File: config.mk
export PLATFORM = sky130hd
export DESIGN_NAME = hub75_fb_arbiter
export DESIGN_NICKNAME = d
export VERILOG_FILES = /design/src/rtl/hub75_fb_arbiter.sv
export SDC_FILE = /design/constraint.sdc
export NUM_CORES = 1
export LEC_CHECK = 0
export BUFFER_PORTS_ARGS = -buffer_cell sky130_fd_sc_hd__buf_2
export CAP_MARGIN = 0
export CORE_MARGIN = 3
export CORE_UTILIZATION = 54
export DETAILED_ROUTE_END_ITERATION = 10
export PLACE_DENSITY = 0.93
export SLEW_MARGIN = 25
export SYNTH_ARGS = -nofsm -noshare
export SYNTH_HDL_FRONTEND = slang
export SYNTH_SLANG_ARGS = --single-unit
File: constraint.sdc
create_clock -name clk -period 5 [get_ports clk]
set_input_delay 0.5 -clock clk [delete_from_list [all_inputs] [get_ports clk]]
set_output_delay 0.5 -clock clk [all_outputs]
set_load 0.005 [all_outputs]
File: src/rtl/hub75_fb_arbiter.sv
// Round-robin framebuffer access arbiter with buffer rotation. The grant is registered one cycle after the request, and it holds until release (or timeout).
// Rotations wait for an IDLE cycle. Optional grant timeout when HUB75_FB_ARB_TIMEOUT_EN is defined.
module hub75_fb_arbiter #(
  parameter int N_PORTS = 3,
  parameter int N_BUFS  = 2,
  parameter int TIMEOUT = 1024
) (
  input  logic               clk,
  input  logic               rst_n,
  input  logic [N_PORTS-1:0] req,
  input  logic [N_PORTS-1:0] rel,
  output logic [N_PORTS-1:0] gnt,
  input  logic               frame_swap,
  output logic               swap_pend,
  output logic               swap_done,
  output logic [1:0]         rd_buf,
  output logic [1:0]         wr_buf,
  output logic               timeout_err
);

  localparam int PW = $clog2(N_PORTS);

  typedef enum logic {IDLE, GRANT} state_t;

  state_t             state, state_nxt;
  logic [PW-1:0]      ptr, ptr_nxt;
  logic [PW-1:0]      winner, idx;
  logic [N_PORTS-1:0] gnt_nxt;
  logic               any_req, rel_hit, expire, err_nxt, apply;
  logic [1:0]         spare;
  int                 cand;

  assign rel_hit = |(rel & gnt);
  assign apply   = (state == IDLE) && swap_pend;

  // Lowest offset from ptr wins, so scan from the far end down.
  always_comb begin
    any_req = 1'b0;
    winner  = '0;
    idx     = '0;
    cand    = 0;
    for (int i = N_PORTS - 1; i >= 0; i--) begin
      cand = int'(ptr) + i;
      if (cand >= N_PORTS) cand = cand - N_PORTS;
      idx = PW'(cand);
      if (req[idx]) begin
        any_req = 1'b1;
        winner  = idx;
      end
    end
  end

`ifdef HUB75_FB_ARB_TIMEOUT_EN
  localparam int CW = $clog2(TIMEOUT);
  logic [CW-1:0] cnt;

  always_ff @(posedge clk or negedge rst_n) begin
    if (!rst_n)              cnt <= '0;
    else if (state == GRANT) cnt <= cnt + 1'b1;
    else                     cnt <= '0;
  end

  assign expire = (state == GRANT) && (cnt == CW'(TIMEOUT - 1));
`else
  assign expire = 1'b0;
`endif

  always_ff @(posedge clk or negedge rst_n) begin
    if (!rst_n) state <= IDLE;
    else        state <= state_nxt;
  end

  always_comb begin
    state_nxt = state;
    case (state)
      IDLE:    if (any_req) state_nxt = GRANT;
      GRANT:   if (rel_hit || expire) state_nxt = IDLE;
      default: state_nxt = IDLE;
    endcase
  end

  // A release on the expiry cycle takes the normal path, so no error pulse.
  always_comb begin
    gnt_nxt = gnt;
    ptr_nxt = ptr;
    err_nxt = 1'b0;
    case (state)
      IDLE: begin
        gnt_nxt = '0;
        if (any_req) begin
          gnt_nxt[winner] = 1'b1;
          ptr_nxt = (winner == PW'(N_PORTS - 1)) ? '0 : winner + 1'b1;
        end
      end
      GRANT: begin
        if (rel_hit) begin
          gnt_nxt = '0;
        end else if (expire) begin
          gnt_nxt = '0;
          err_nxt = 1'b1;
        end
      end
      default: gnt_nxt = '0;
    endcase
  end

  always_ff @(posedge clk or negedge rst_n) begin
    if (!rst_n) begin
      gnt         <= '0;
      ptr         <= '0;
      timeout_err <= 1'b0;
      swap_pend   <= 1'b0;
      swap_done   <= 1'b0;
      rd_buf      <= 2'd0;
      wr_buf      <= 2'd1;
      spare       <= 2'd2;
    end else begin
      gnt         <= gnt_nxt;
      ptr         <= ptr_nxt;
      timeout_err <= err_nxt;
      swap_pend   <= apply ? 1'b0 : (swap_pend | frame_swap);
      swap_done   <= apply;
      if (apply) begin
        if (N_BUFS == 2) begin
          rd_buf <= wr_buf;
          wr_buf <= rd_buf;
        end else begin
          rd_buf <= wr_buf;
          wr_buf <= spare;
          spare  <= rd_buf;
        end
      end
    end
  end

endmodule

==> impl_results.md <==
- Clk slew on worst S/H paths: about 0.090 ns
- Seq/Total Area, Yosys: 39.6%
- Total power: between 500 and 600 uW
- Largest net degree at the start of global routing: 13
- CTS root buffer: clkbuf_4
- Vias: a little over 600
- Vias in the first global route: around 640
- Number of synthesized flops with an enable pin: 0
- Gr ovfl total: 0
- Die area: 1900 um^2
- Asr flop ratio synth: 100%
- # rows: 12
- Synthesized area per cell: between 10 and 15 um^2
- Clock latency at the later pin of the worst-skew pair: about 0.27 ns
- Post-Synthesis Cells: 73
- Gpl congestion: a little under 0.8
- Die Width: approximately 44 um
- Distinct cells, synth: 37
- Unrepaired setup endpoints after global routing: no
- ANT nets after route: 0
- Crit Path Max Fanout: 12
- Hold_buf cts: 0
- Routed WL: about 1.5 mm
- DPL Wire Length: between 1 and 1.5 mm
- Setup TNS: 0 ns
- Crit path required time: 5.14 ns
- Startpoint types: register
- Most used DFF post-synth: dfrtp_1
- Pre-Repair DR Iteration Count: 6
- CTS Buf Count: 3
- DR DRC count: 0
- Period utilisation layout: a little under two fifths
- Final hold violations: 0
- PwrDens: roughly 600 nW/um^2
- Layout area overhead: 13.2%
- Initial antenna violation count: 0
- HP Class: input port to async pin
- Total GRT Usage: a little under a fifth
- Fin. max-slew vios: 0
- Drt initial violations: 11
- Count leader, synth: dfrtp_1
- Fill count: between 90 and 100
- Initial Utilization: a little over three fifths
- First-pass GRT wire length: about 2.6 mm
- Synthesis Warnings: 0
- Vias per inst: between 5 and 6
- Synth top area cells: dfrtp_1 (36%), ha_1 (4.9%), mux2_1 (4.4%)
- Min cycle time layout: between 1.5 and 2 ns
- Hold_ws: around 0.087 ns
- CP Capture Type: register
- Io pins: 19
- Top post-synthesis cells by count: dfrtp_1 (11), inv_1 (6), nand2_1 (6)
- Fin Clk Skew: around 0.015 ns
- Synth Cell Area: 761 um^2
- Nets: just over 100
- Slew @ Worst Pin: about 0.5 ns
- Wire per inst: approximately 15 um
- Fmax: 0.534 GHz
- # Post-CTS Setup Buffers: 0
- Post-synth top area cell: dfrtp_1
- H-tree Lvls: 1
- CTS resizes: 0
- Die height: 43.5 um
- Worst Setup Path Type: register to register
- CTS Buffer Depth: 2
- Post-synth net total: 85
- Synthesized flop and latch total: 12
- Max transition margin: about two thirds
- Max-Cap Viols: 0
- Pleak: around 0.00042 uW
- CTS tree: yes
- Final Non-Filler Cells: ~100
- DP Cell Count: about 100
- Peak VDD IR: 0.000345 V
- Top-area cell type share of the netlist area: between 30% and 40%
- N_diodes: 0
- Final setup fails: 0
- Num Clock Sinks: 12
- Core box area: 1220 um^2
- Port bufs: 17
- Status: completed
- Share of layout cells above drive strength 1: about a third
- WP data arrival: between 2 and 2.5 ns
## path summary, 6_finish.rpt
kind                                       start                     to  slack, ns  depth (start not counted)
max                           ptr[1]$_DFFE_PN0P_     ptr[0]$_DFFE_PN0P_       3.13                          6
min                                        rst_n     gnt[2]$_DFFE_PN0P_       0.09                          1
max reg2reg                   ptr[1]$_DFFE_PN0P_     ptr[0]$_DFFE_PN0P_       3.13                          6
min reg2reg                wr_buf[1]$_DFFE_PN0P_  rd_buf[1]$_DFFE_PN0P_       0.51                          1
max in group asynchronous                  rst_n  wr_buf[0]$_DFFE_PN1P_       4.62                          1
min in group clk                      frame_swap    swap_pend$_DFF_PN0_       0.46                          2
## critical path: stages, from the launching register on
cell and delay [ns]:
dfrtp_1 0.41, inv_1 0.07, ha_1 0.39, nor3b_2 0.23, o21ai_1 0.12, a311oi_1 0.40, o2bb2ai_1 0.13
## layer usage
metal / GRT usage, % / up-vias / wire length (um)
li1: - / 298 / -
met2: 33.3 / 19 / 794
met4: 3.61 / 0 / 22
met5: 0 / - / 0
met3: 5.81 / 2 / 76
met1: 20.8 / 290 / 656
## cells by family (layout without fill, tap and decap cells)
kind of cell	count (synthesis)	count (layout)	share of synthesized area [%]
flops	12	12	39.6
other cells	1	1	0.493
mux	7	7	10.5
buf+inv	11	27	8.06
simple gates	17	17	12.2
fa+ha+maj	3	3	4.93
compound gates	22	22	24.2
## per-stage QoR
| step | cell area (um^2) | utilization, % | worst slack, ns |
|---|---|---|---|
| 6_report | 861 | 70.8 | 3.13 |
| 5_1_grt | 861 | 70.8 | 2.97 |
| 4_1_cts | 861 | 70.8 | 3.15 |
| 3_5_place_dp | 825 | 67.8 | 3.16 |
| 3_3_place_gp | 825 | 67.8 | 3.26 |
| 2_1_floorplan | 761 | - | 3.42 |
## cell usage in the layout, fill, tap and decap left out, drive strengths merged, types with 2 or more instances in the layout
cell type  Yosys  final
nor2           3      3
o21ai          7      7
inv            6      6
o2bb2ai        2      2
nor2b          2      2
buf            4     17
ha             3      3
mux2i          2      2
a31oi          2      2
nand2b         2      2
nand2          6      6
dfrtp         11     11
mux2           5      5
clkbuf         1      4
## power breakdown
group          switching, uW  leakage [uW]  internal, uW  total [uW]
clock network           32.3     0.0000210          44.2        76.5
logic                    164      0.000249           125         289
registers               23.0      0.000153           129         152
## area by class of cell
type                    instances  area (um^2)  share of cell area (%)
clock buffers                   4         36.3                    4.22
flip-flops and latches         12          302                    35.0
multi-input cells              50          398                    46.2
well taps                      14         17.5                    2.03
inverters                       6         22.5                    2.62
repair buffers                 17         85.1                    9.88
## registers in the layout (all words and copies together) (netlist names)
register,count
swap_done,1
rd_buf,2
state,1
gnt,3
ptr,2
wr_buf,2
swap_pend,1
No activity file was read; power rests on OpenSTA's default activity.
